`src/rtl/fetch_sequencer.sv`:
```
// fetch_sequencer: PC owner and imem fetch engine with a (pc, inst) FIFO; FETCH_MISALIGN_TRAP_EN enables the misaligned-redirect trap
module fetch_sequencer #(
  parameter logic [31:0] RESET_PC = 32'h0000_0000,
  parameter int FIFO_DEPTH = 2,
  parameter int MAX_OUTSTANDING = 2
) (
  input  logic        clk,
  input  logic        rst_n,
  input  logic        redirect_valid,
  input  logic [31:0] redirect_addr,
  output logic        imem_req_valid,
  input  logic        imem_req_ready,
  output logic [31:0] imem_req_addr,
  input  logic        imem_rsp_valid,
  input  logic [31:0] imem_rsp_data,
  output logic        out_valid,
  input  logic        out_ready,
  output logic [31:0] out_pc,
  output logic [31:0] out_inst,
  output logic        trap_misalign
);
  localparam int AW = $clog2(FIFO_DEPTH);
  localparam int CW = $clog2(FIFO_DEPTH + 1);
  localparam int OW = $clog2(MAX_OUTSTANDING + 1);
`ifdef FETCH_MISALIGN_TRAP_EN
  typedef enum logic [1:0] {BOOT, RUN, TRAP} state_t;
`else
  typedef enum logic [1:0] {BOOT, RUN} state_t;
`endif
  state_t state;
  logic [31:0] fetch_pc, ret_pc, new_pc, head_pc, head_inst;
  logic [OW-1:0] outstanding, discard_cnt;
  logic [CW-1:0] count, cnt_after_pop;
  logic [AW-1:0] rd_ptr, wr_ptr, nxt_rd;
  logic [31:0] fifo_pc [FIFO_DEPTH];
  logic [31:0] fifo_inst [FIFO_DEPTH];
  logic redirect, hs, push, pop, credit, load_head, unused_addr_lsb;
`ifdef FETCH_MISALIGN_TRAP_EN
  logic misalign;
  assign redirect = redirect_valid && state != TRAP;
  assign misalign = redirect_addr[1];
`else
  assign redirect = redirect_valid;
  assign trap_misalign = 1'b0;
`endif
  assign unused_addr_lsb = ^redirect_addr[1:0];
  assign new_pc = {redirect_addr[31:2], 2'b00};
  assign credit = 32'(outstanding - discard_cnt) + 32'(count) < 32'(FIFO_DEPTH);
  assign imem_req_valid = state == RUN && !redirect_valid && 32'(outstanding) < 32'(MAX_OUTSTANDING) && credit;
  assign imem_req_addr = fetch_pc;
  assign hs = imem_req_valid && imem_req_ready;
  assign out_valid = count != '0;
  assign pop = out_valid && out_ready;
  assign push = imem_rsp_valid && discard_cnt == '0 && !redirect;
  assign cnt_after_pop = count - CW'(pop);
  assign nxt_rd = rd_ptr + AW'(pop);
  assign head_pc = cnt_after_pop == '0 ? ret_pc : fifo_pc[nxt_rd];
  assign head_inst = cnt_after_pop == '0 ? imem_rsp_data : fifo_inst[nxt_rd];
  assign load_head = !redirect && (cnt_after_pop != '0 || push);
  always_ff @(posedge clk) begin
    if (!rst_n) begin
      state <= BOOT;
      fetch_pc <= RESET_PC;
      ret_pc <= RESET_PC;
      outstanding <= '0;
      discard_cnt <= '0;
      count <= '0;
      rd_ptr <= '0;
      wr_ptr <= '0;
      out_pc <= '0;
      out_inst <= '0;
`ifdef FETCH_MISALIGN_TRAP_EN
      trap_misalign <= 1'b0;
`endif
    end else begin
      outstanding <= outstanding + OW'(hs) - OW'(imem_rsp_valid);
      if (load_head) begin
        out_pc <= head_pc;
        out_inst <= head_inst;
      end
      if (redirect) begin
        discard_cnt <= outstanding - OW'(imem_rsp_valid);
        count <= '0;
        rd_ptr <= '0;
        wr_ptr <= '0;
`ifdef FETCH_MISALIGN_TRAP_EN
        if (misalign) begin
          state <= TRAP;
          trap_misalign <= 1'b1;
        end else
`endif
        begin
          state <= RUN;
          fetch_pc <= new_pc;
          ret_pc <= new_pc;
        end
      end else begin
        if (state == BOOT) state <= RUN;
        if (imem_rsp_valid && discard_cnt != '0) discard_cnt <= discard_cnt - 1'b1;
        if (hs) fetch_pc <= fetch_pc + 32'd4;
        if (push) begin
          wr_ptr <= wr_ptr + 1'b1;
          ret_pc <= ret_pc + 32'd4;
        end
        if (pop) rd_ptr <= nxt_rd;
        count <= count + CW'(push) - CW'(pop);
      end
    end
  end
  always_ff @(posedge clk) begin
    if (push) begin
      fifo_pc[wr_ptr] <= ret_pc;
      fifo_inst[wr_ptr] <= imem_rsp_data;
    end
  end
  always_ff @(posedge clk) begin
    if (rst_n && push && !pop) assert (count != CW'(FIFO_DEPTH));
  end
endmodule
```
`config.mk`:
```
export PLATFORM = sky130hd
export DESIGN_NAME = fetch_sequencer
export DESIGN_NICKNAME = d
export VERILOG_FILES = /design/src/rtl/fetch_sequencer.sv
export SDC_FILE = /design/constraint.sdc
export NUM_CORES = 1
export LEC_CHECK = 0
export BUFFER_PORTS_ARGS = -buffer_cell sky130_fd_sc_hd__buf_2
export CAP_MARGIN = 5
export CORE_MARGIN = 8
export CORE_UTILIZATION = 35
export DETAILED_ROUTE_END_ITERATION = 12
export HOLD_SLACK_MARGIN = 0.15
export PLACE_DENSITY = 0.66
export SKIP_CTS_REPAIR_TIMING = 1
export SLEW_MARGIN = 20
export SYNTH_ARGS = -nofsm -noshare
export SYNTH_HDL_FRONTEND = slang
export SYNTH_SLANG_ARGS = --single-unit
```
`constraint.sdc`:
```
create_clock -name clk -period 6.1 [get_ports clk]
set_clock_uncertainty 0.2 [all_clocks]
set_input_delay 0 -clock clk [delete_from_list [all_inputs] [get_ports clk]]
set_output_delay 0 -clock clk [all_outputs]
set_load 0.05 [all_outputs]
```
==> results of run 1 <==
## worst paths after layout
path	from	endpoint	slack, ps	depth (start not counted)
setup / recovery	outstanding[1]$_SDFF_PN0_	imem_req_addr[31]$_SDFFE_PN0P_	2150	10
hold / removal	redirect_addr[14]	ret_pc[14]$_SDFFE_PN0P_	160	4
setup reg to reg	outstanding[1]$_SDFF_PN0_	imem_req_addr[31]$_SDFFE_PN0P_	2150	10
hold reg to reg	out_inst[10]$_SDFFE_PN0P_	out_inst[10]$_SDFFE_PN0P_	280	1
## worst max-delay path: stages (launching register included)
cell           delay [ps]
dfxtp_1               440
inv_1                 100
fa_1                  540
inv_1                  70
fa_1                  490
nor4b_4               280
o211ai_4              260
or3_1                 450
or3_1                 350
a31oi_1               160
dlygate4sd3_1         560
## metrics by stage
step	setup slack (ps)	std cells	power, mW	util, %	hold WS, ps
6_report	2152	1577	4.261	45.72	158.6
5_1_grt	1938	1576	4.434	45.72	201.0
4_1_cts	2271	1468	4.251	42.10	-556.8
3_5_place_dp	2275	1419	2.616	39.22	5.719
3_3_place_gp	2359	1418	2.601	39.13	2.925
2_1_floorplan	1868	917	2.436	-	-109.6
## sequential cells by signal (all words and copies together) (netlist names)
name           cells
fifo_inst         64
fifo_pc           60
out_inst          32
imem_req_addr     30
out_pc            30
ret_pc            30
count              2
discard_cnt        2
outstanding        2
rd_ptr             1
state              1
wr_ptr             1
## cells by family (layout without fill, tap and decap cells)
| kind of cell | after synthesis | count (layout) | share of synthesized area [%] |
|---|---|---|---|
| AO/OA/AOI/OAI | 254 | 254 | 16.03 |
| AND/OR/NAND/NOR | 177 | 177 | 8.617 |
| buffers and inverters | 92 | 355 | 3.548 |
| adder cells (fa/ha/maj) | 12 | 12 | 1.546 |
| multiplexers | 65 | 65 | 6.100 |
| other | 1 | 6 | 0.03509 |
| flip-flops | 255 | 255 | 59.38 |
| XOR/XNOR | 57 | 57 | 4.742 |
## power by group through the flow
| stage | clock, mW | combinational, mW | sequential [mW] |
|---|---|---|---|
| after global routing | 1.73 | 0.709 | 1.99 |
| after global placement | 0 | 0.593 | 2.01 |
| after floorplan | 0 | 0.265 | 2.17 |
| final | 1.62 | 0.659 | 1.98 |
| after detailed placement | 0 | 0.603 | 2.01 |
| after CTS | 1.67 | 0.606 | 1.98 |
## cell type report
cell class / count / area share (%)
Antenna cell: 1 / 0.01803
Clock buffer: 40 / 5.437
Clock inverter: 9 / 0.8565
Inverter: 24 / 0.6492
Multi-Input combinational cell: 570 / 29.15
Sequential cell: 255 / 45.73
Tap cell: 396 / 3.570
Timing Repair Buffer: 282 / 14.59
## routing by layer
| metal | GRT usage [%] | vias to the layer above | share of wire [%] |
|---|---|---|---|
| li1 | - | 3932 | - |
| met1 | 19.16 | 3958 | 45 |
| met2 | 22.41 | 233 | 47 |
| met3 | 3.219 | 43 | 6.3 |
| met4 | 3.908 | 2 | 1.8 |
| met5 | 0 | - | 0.046 |
## cell usage in the layout (no fill, tap or decap), types with 5 or more instances in the layout
master / count
clkbuf_1: 10
o21ai_0: 59
xnor2_1: 48
or3_1: 7
a211oi_1: 29
edfxtp_1: 124
buf_2: 160
nor4_1: 23
nand3_1: 22
conb_1: 5
nor2_1: 54
xor2_1: 8
o211a_1: 37
inv_1: 23
dfxtp_1: 131
and3_1: 7
ha_1: 10
clkbuf_16: 27
nand2_1: 22
o22ai_1: 37
and4_1: 8
a31oi_1: 7
dlygate4sd3_1: 107
buf_4: 13
a31o_2: 25
nor3_1: 9
mux2i_1: 64
nand4_1: 9
a21oi_1: 49
==> qor.csv, run 1 <==
metric,value,unit
Final min period,3948,ps
sequential power share,46.4,%
vias in the first global route,7561,
final number of setup-violating endpoints,0,
Die ar.,0.03638,mm^2
ys async rst share,0,%
routed len/inst,17.79,um
fin nets,1242,
Max Cap Viol,0,
syn avg cell area,11.70,um^2
CORE AREA,0.03035,mm^2
Final Hold Vio Count,0,
H-tree depth,1,
"top cells by count, synth","dfxtp_1 (131), edfxtp_1 (124), mux2i_1 (64)",
pin count of the biggest net entering global routing,90,
startpoint types,flip-flop,
Slew @ Worst Pin,1024,ps
Skew-Pair Late Insertion Delay,520,ps
crit-path max FO,19,
clock power share,38.1,%
input/output buffers,161,
final setup TNS,0,ps
routability cong.,0.7857,
Post-synth EDFFs,124,
Net Sw Frac,27.14,%
Vias,8168,
die height,190.7,um
period utilisation layout,64.71,%
Pwr Density,307.0,mW/mm^2
Worst EP arrival,4220,ps
Comb pwr share,15.5,%
Starting Density,35.21,%
die width,190.7,um
GRT Util Overall,14.15,%
Routed Antenna Nets,0,
layout cells sized above 1,21.27,%
status,finished clean,
leak pwr,5.936,nW
"Seq/Total Area, Yosys",59.38,%
Via-to-Cell Ratio,5.179,
Synth top area share,34.84,%
Mapped Area,0.01069,mm^2
WS Path Type,reg2reg,
Netlist cell types,47,
Worst VDD drop,175.2,uV
DRT Wirelength,28060,um
FMAX,253.3,MHz
CTS root buf,clkbuf_16,
initial detailed-routing violation count,384,
CTS Sinks,255,
post-synthesis register bit count,255,
CTS tree,built,
first-pass iteration count of the detailed router,5,
Setup crit end kind,flip-flop,
initial antenna violation count,1,
top-count cell post-synth,dfxtp_1,
Overflow after GRT,0,
dominant synthesized flop cell,dfxtp_1,
TritonCTS buffer count,27,
cell taking the most area after synthesis,edfxtp_1,
Worst-path clk slew,60,ps
final instance area,0.01388,mm^2
Filler cells,2747,
Row Count,64,
Slew Limit Headroom,31.73,%
Ports,169,
CP required,6370,ps
Post-Synthesis Cells,913,
synth warn,0,
first-pass GRT wire length,41740,um
Multi-input gate area,0.004045,mm^2
RSZ-0062 raised after global routing,false,
Min-Delay Path Class,in2reg,
register area,0.006346,mm^2
Net Switching,1.156,mW
hpwl dp,17810,um
clk buf depth,3,
Synth area leaders,"edfxtp_1 (35%), dfxtp_1 (25%), mux2i_1 (6.0%), xnor2_1 (3.9%), o211a_1 (3.5%)",
placed cell areas,0.01190,mm^2
Post-route DRC,0,
final-report max-slew violation count,0,
Cell Int Power,3.104,mW
Layout area overhead,29.86,%
Power figures use the tool's default switching activity.
==> run 2: changes to the inputs <==
Clock period 6.1 ns to 3.9 ns, I/O delays scaled along.
==> run 2 against run 1 <==
  * Design area shrank 0.15%
  * Non-clock buffer count shrank 2
  * Highest routed layer is now met4
  * Via count fell by 0.28%
  * First-iteration DRC count is 1.8% higher
  * Sequential share of layout area up 0.079 points
  * Setup slack got worse by 1900 ps
==> qor.csv, run 2 (synthesized netlist as in run 1, its figures left out) <==
metric,value,unit
status,finished clean,
clk buf depth,3,
TritonCTS buffer count,28,
placed cell areas,0.01190,mm^2
WS Path Type,reg2reg,
R2R cell count,10,
input/output buffers,161,
FF-to-FF setup slack,210,ps
first-pass GRT wire length,41990,um
biggest regs,"fifo_inst (64), fifo_pc (60), out_inst (32)",
total design power,6.643,mW
Filler cells,2740,
Die ar.,0.03638,mm^2
Routed Antenna Nets,0,
Crit Reg-Reg Endpoint,imem_req_addr[30]$_SDFFE_PN0P_,
routed len/inst,17.81,um
FMAX,270.9,MHz
Ports,169,
die height,190.7,um
Min-Delay Path Class,in2reg,
Setup crit end kind,flip-flop,
Slew Limit Headroom,28.34,%
WHS,147.3,ps
CTS tree,built,
Pwr Density,479.5,mW/mm^2
pin count of the biggest net entering global routing,104,
fin nets,1241,
final number of setup-violating endpoints,0,
number of cells on the worst hold path,4,
CTS Sinks,255,
post-route worst setup slack,208.2,ps
CORE AREA,0.03035,mm^2
layout cells sized above 1,22.10,%
DRT Wirelength,28090,um
CTS root buf,clkbuf_16,
Overflow after GRT,0,
final instance area,0.01386,mm^2
RSZ-0062 raised after global routing,false,
most frequent cells in the layout,"buf_2 (160), dfxtp_1 (130), edfxtp_1 (124), dlygate4sd3_1 (105), mux2i_1 (64)",
hpwl dp,17920,um
Layout area overhead,29.66,%
Starting Density,35.21,%
Setup WS pre-CTS,109.7,ps
critical path's slowest cell,or4_4,
initial detailed-routing violation count,391,
CP required,4150,ps
ant diodes,0,
CP Buf/Inv Count,2,
"slowest stage delay, CP",610,ps
worst r2r src,outstanding[0]$_SDFF_PN0_,
final setup TNS,0,ps
routability cong.,0.7986,
GRT Util Overall,14.24,%
Worst path top cell family by delay,simple AND/OR/NAND/NOR gates,
Final min period,3692,ps
hold endpoint,imem_req_addr[16]$_SDFFE_PN0P_,
"commonest non-fill, non-tap cell in the layout",buf_2,
max reg flops,64,
Worst-path clk slew,60,ps
Max Cap Viol,0,
Slew @ Worst Pin,1073,ps
Worst Hold Launch,redirect_addr[16],
Final Hold Vio Count,0,
crit-path max FO,13,
Post-route DRC,0,
vias in the first global route,7698,
initial antenna violation count,0,
Biggest register,fifo_inst,
first-pass iteration count of the detailed router,5,
Worst VDD drop,282.3,uV
die width,190.7,um
final-report max-slew violation count,0,
leak pwr,5.946,nW
Skew-Pair Late Insertion Delay,530,ps
Inst Count DP,1420,
Worst EP arrival,3940,ps
cells along the critical path,inv_1 > ha_1 > fa_1 > inv_1 > fa_1 > nor4b_4 > o211ai_4 > or4_4 > or4_1 > a31oi_1,
post-route insts no fill,1577,
Row Count,64,
final design utilization,45.65,%
startpoint types,flip-flop,
Vias,8145,
period utilisation layout,94.66,%
H-tree depth,1,
Via-to-Cell Ratio,5.165,
-- run 2: changes by cell type in the layout (fill, tap and decap cells not counted), sizes merged --
cell	previous run	this run
bufinv	3	0
clkinv	4	13
inv	24	25
dlygate4sd3	107	105
diode	1	0
clkbuf	40	36
-- run 2: cell type report --
cell class | count | area (um^2) | area share [%]
sequential | 255 | 6347 | 45.81
multi-input combinational | 570 | 4045 | 29.19
timing repair buffer | 280 | 1977 | 14.27
clock buffer | 36 | 813.3 | 5.870
tap | 396 | 495.5 | 3.576
inverter | 24 | 90.09 | 0.6502
clock inverter | 16 | 87.58 | 0.6321
-- run 2: power breakdown --
group / switching, mW / total (mW) / internal [mW] / leakage (nW)
Sequential: 0.122 / 3.10 / 2.97 / 2.22
Combinational: 0.674 / 1.02 / 0.350 / 3.28
Clock: 1.05 / 2.52 / 1.47 / 0.451
Total: 1.85 / 6.64 / 4.79 / 5.95
-- run 2: worst max-delay path by stage --
stage / from / to / slack (ps) / cells after the start
global placement: outstanding[1]$_SDFF_PN0_ / imem_req_addr[28]$_SDFFE_PN0P_ / 250 / 9
global route: outstanding[0]$_SDFF_PN0_ / outstanding[1]$_SDFF_PN0_ / 10 / 15
detailed placement: outstanding[1]$_SDFF_PN0_ / imem_req_addr[30]$_SDFFE_PN0P_ / 110 / 9
CTS: outstanding[1]$_SDFF_PN0_ / imem_req_addr[28]$_SDFFE_PN0P_ / 110 / 9
floorplan: discard_cnt[0]$_SDFFE_PN0P_ / fifo_inst[0][0]$_DFFE_PP_ / -330 / 5
finish: outstanding[0]$_SDFF_PN0_ / imem_req_addr[30]$_SDFFE_PN0P_ / 210 / 10
-- run 2: tightest hold or removal path, cell delays in order --
cell and delay, ps:
dlygate4sd3_1 510, buf_2 100, o21ai_0 100, a21oi_1 120
-- run 2: routing by layer --
metal | vias to the layer above | GRT usage (%) | wire length (um)
li1 | 3924 | - | -
met1 | 3990 | 18.84 | 12850
met2 | 196 | 23.68 | 13300
met3 | 35 | 2.652 | 1444
met4 | 0 | 3.550 | 494
met5 | - | 0 | 0
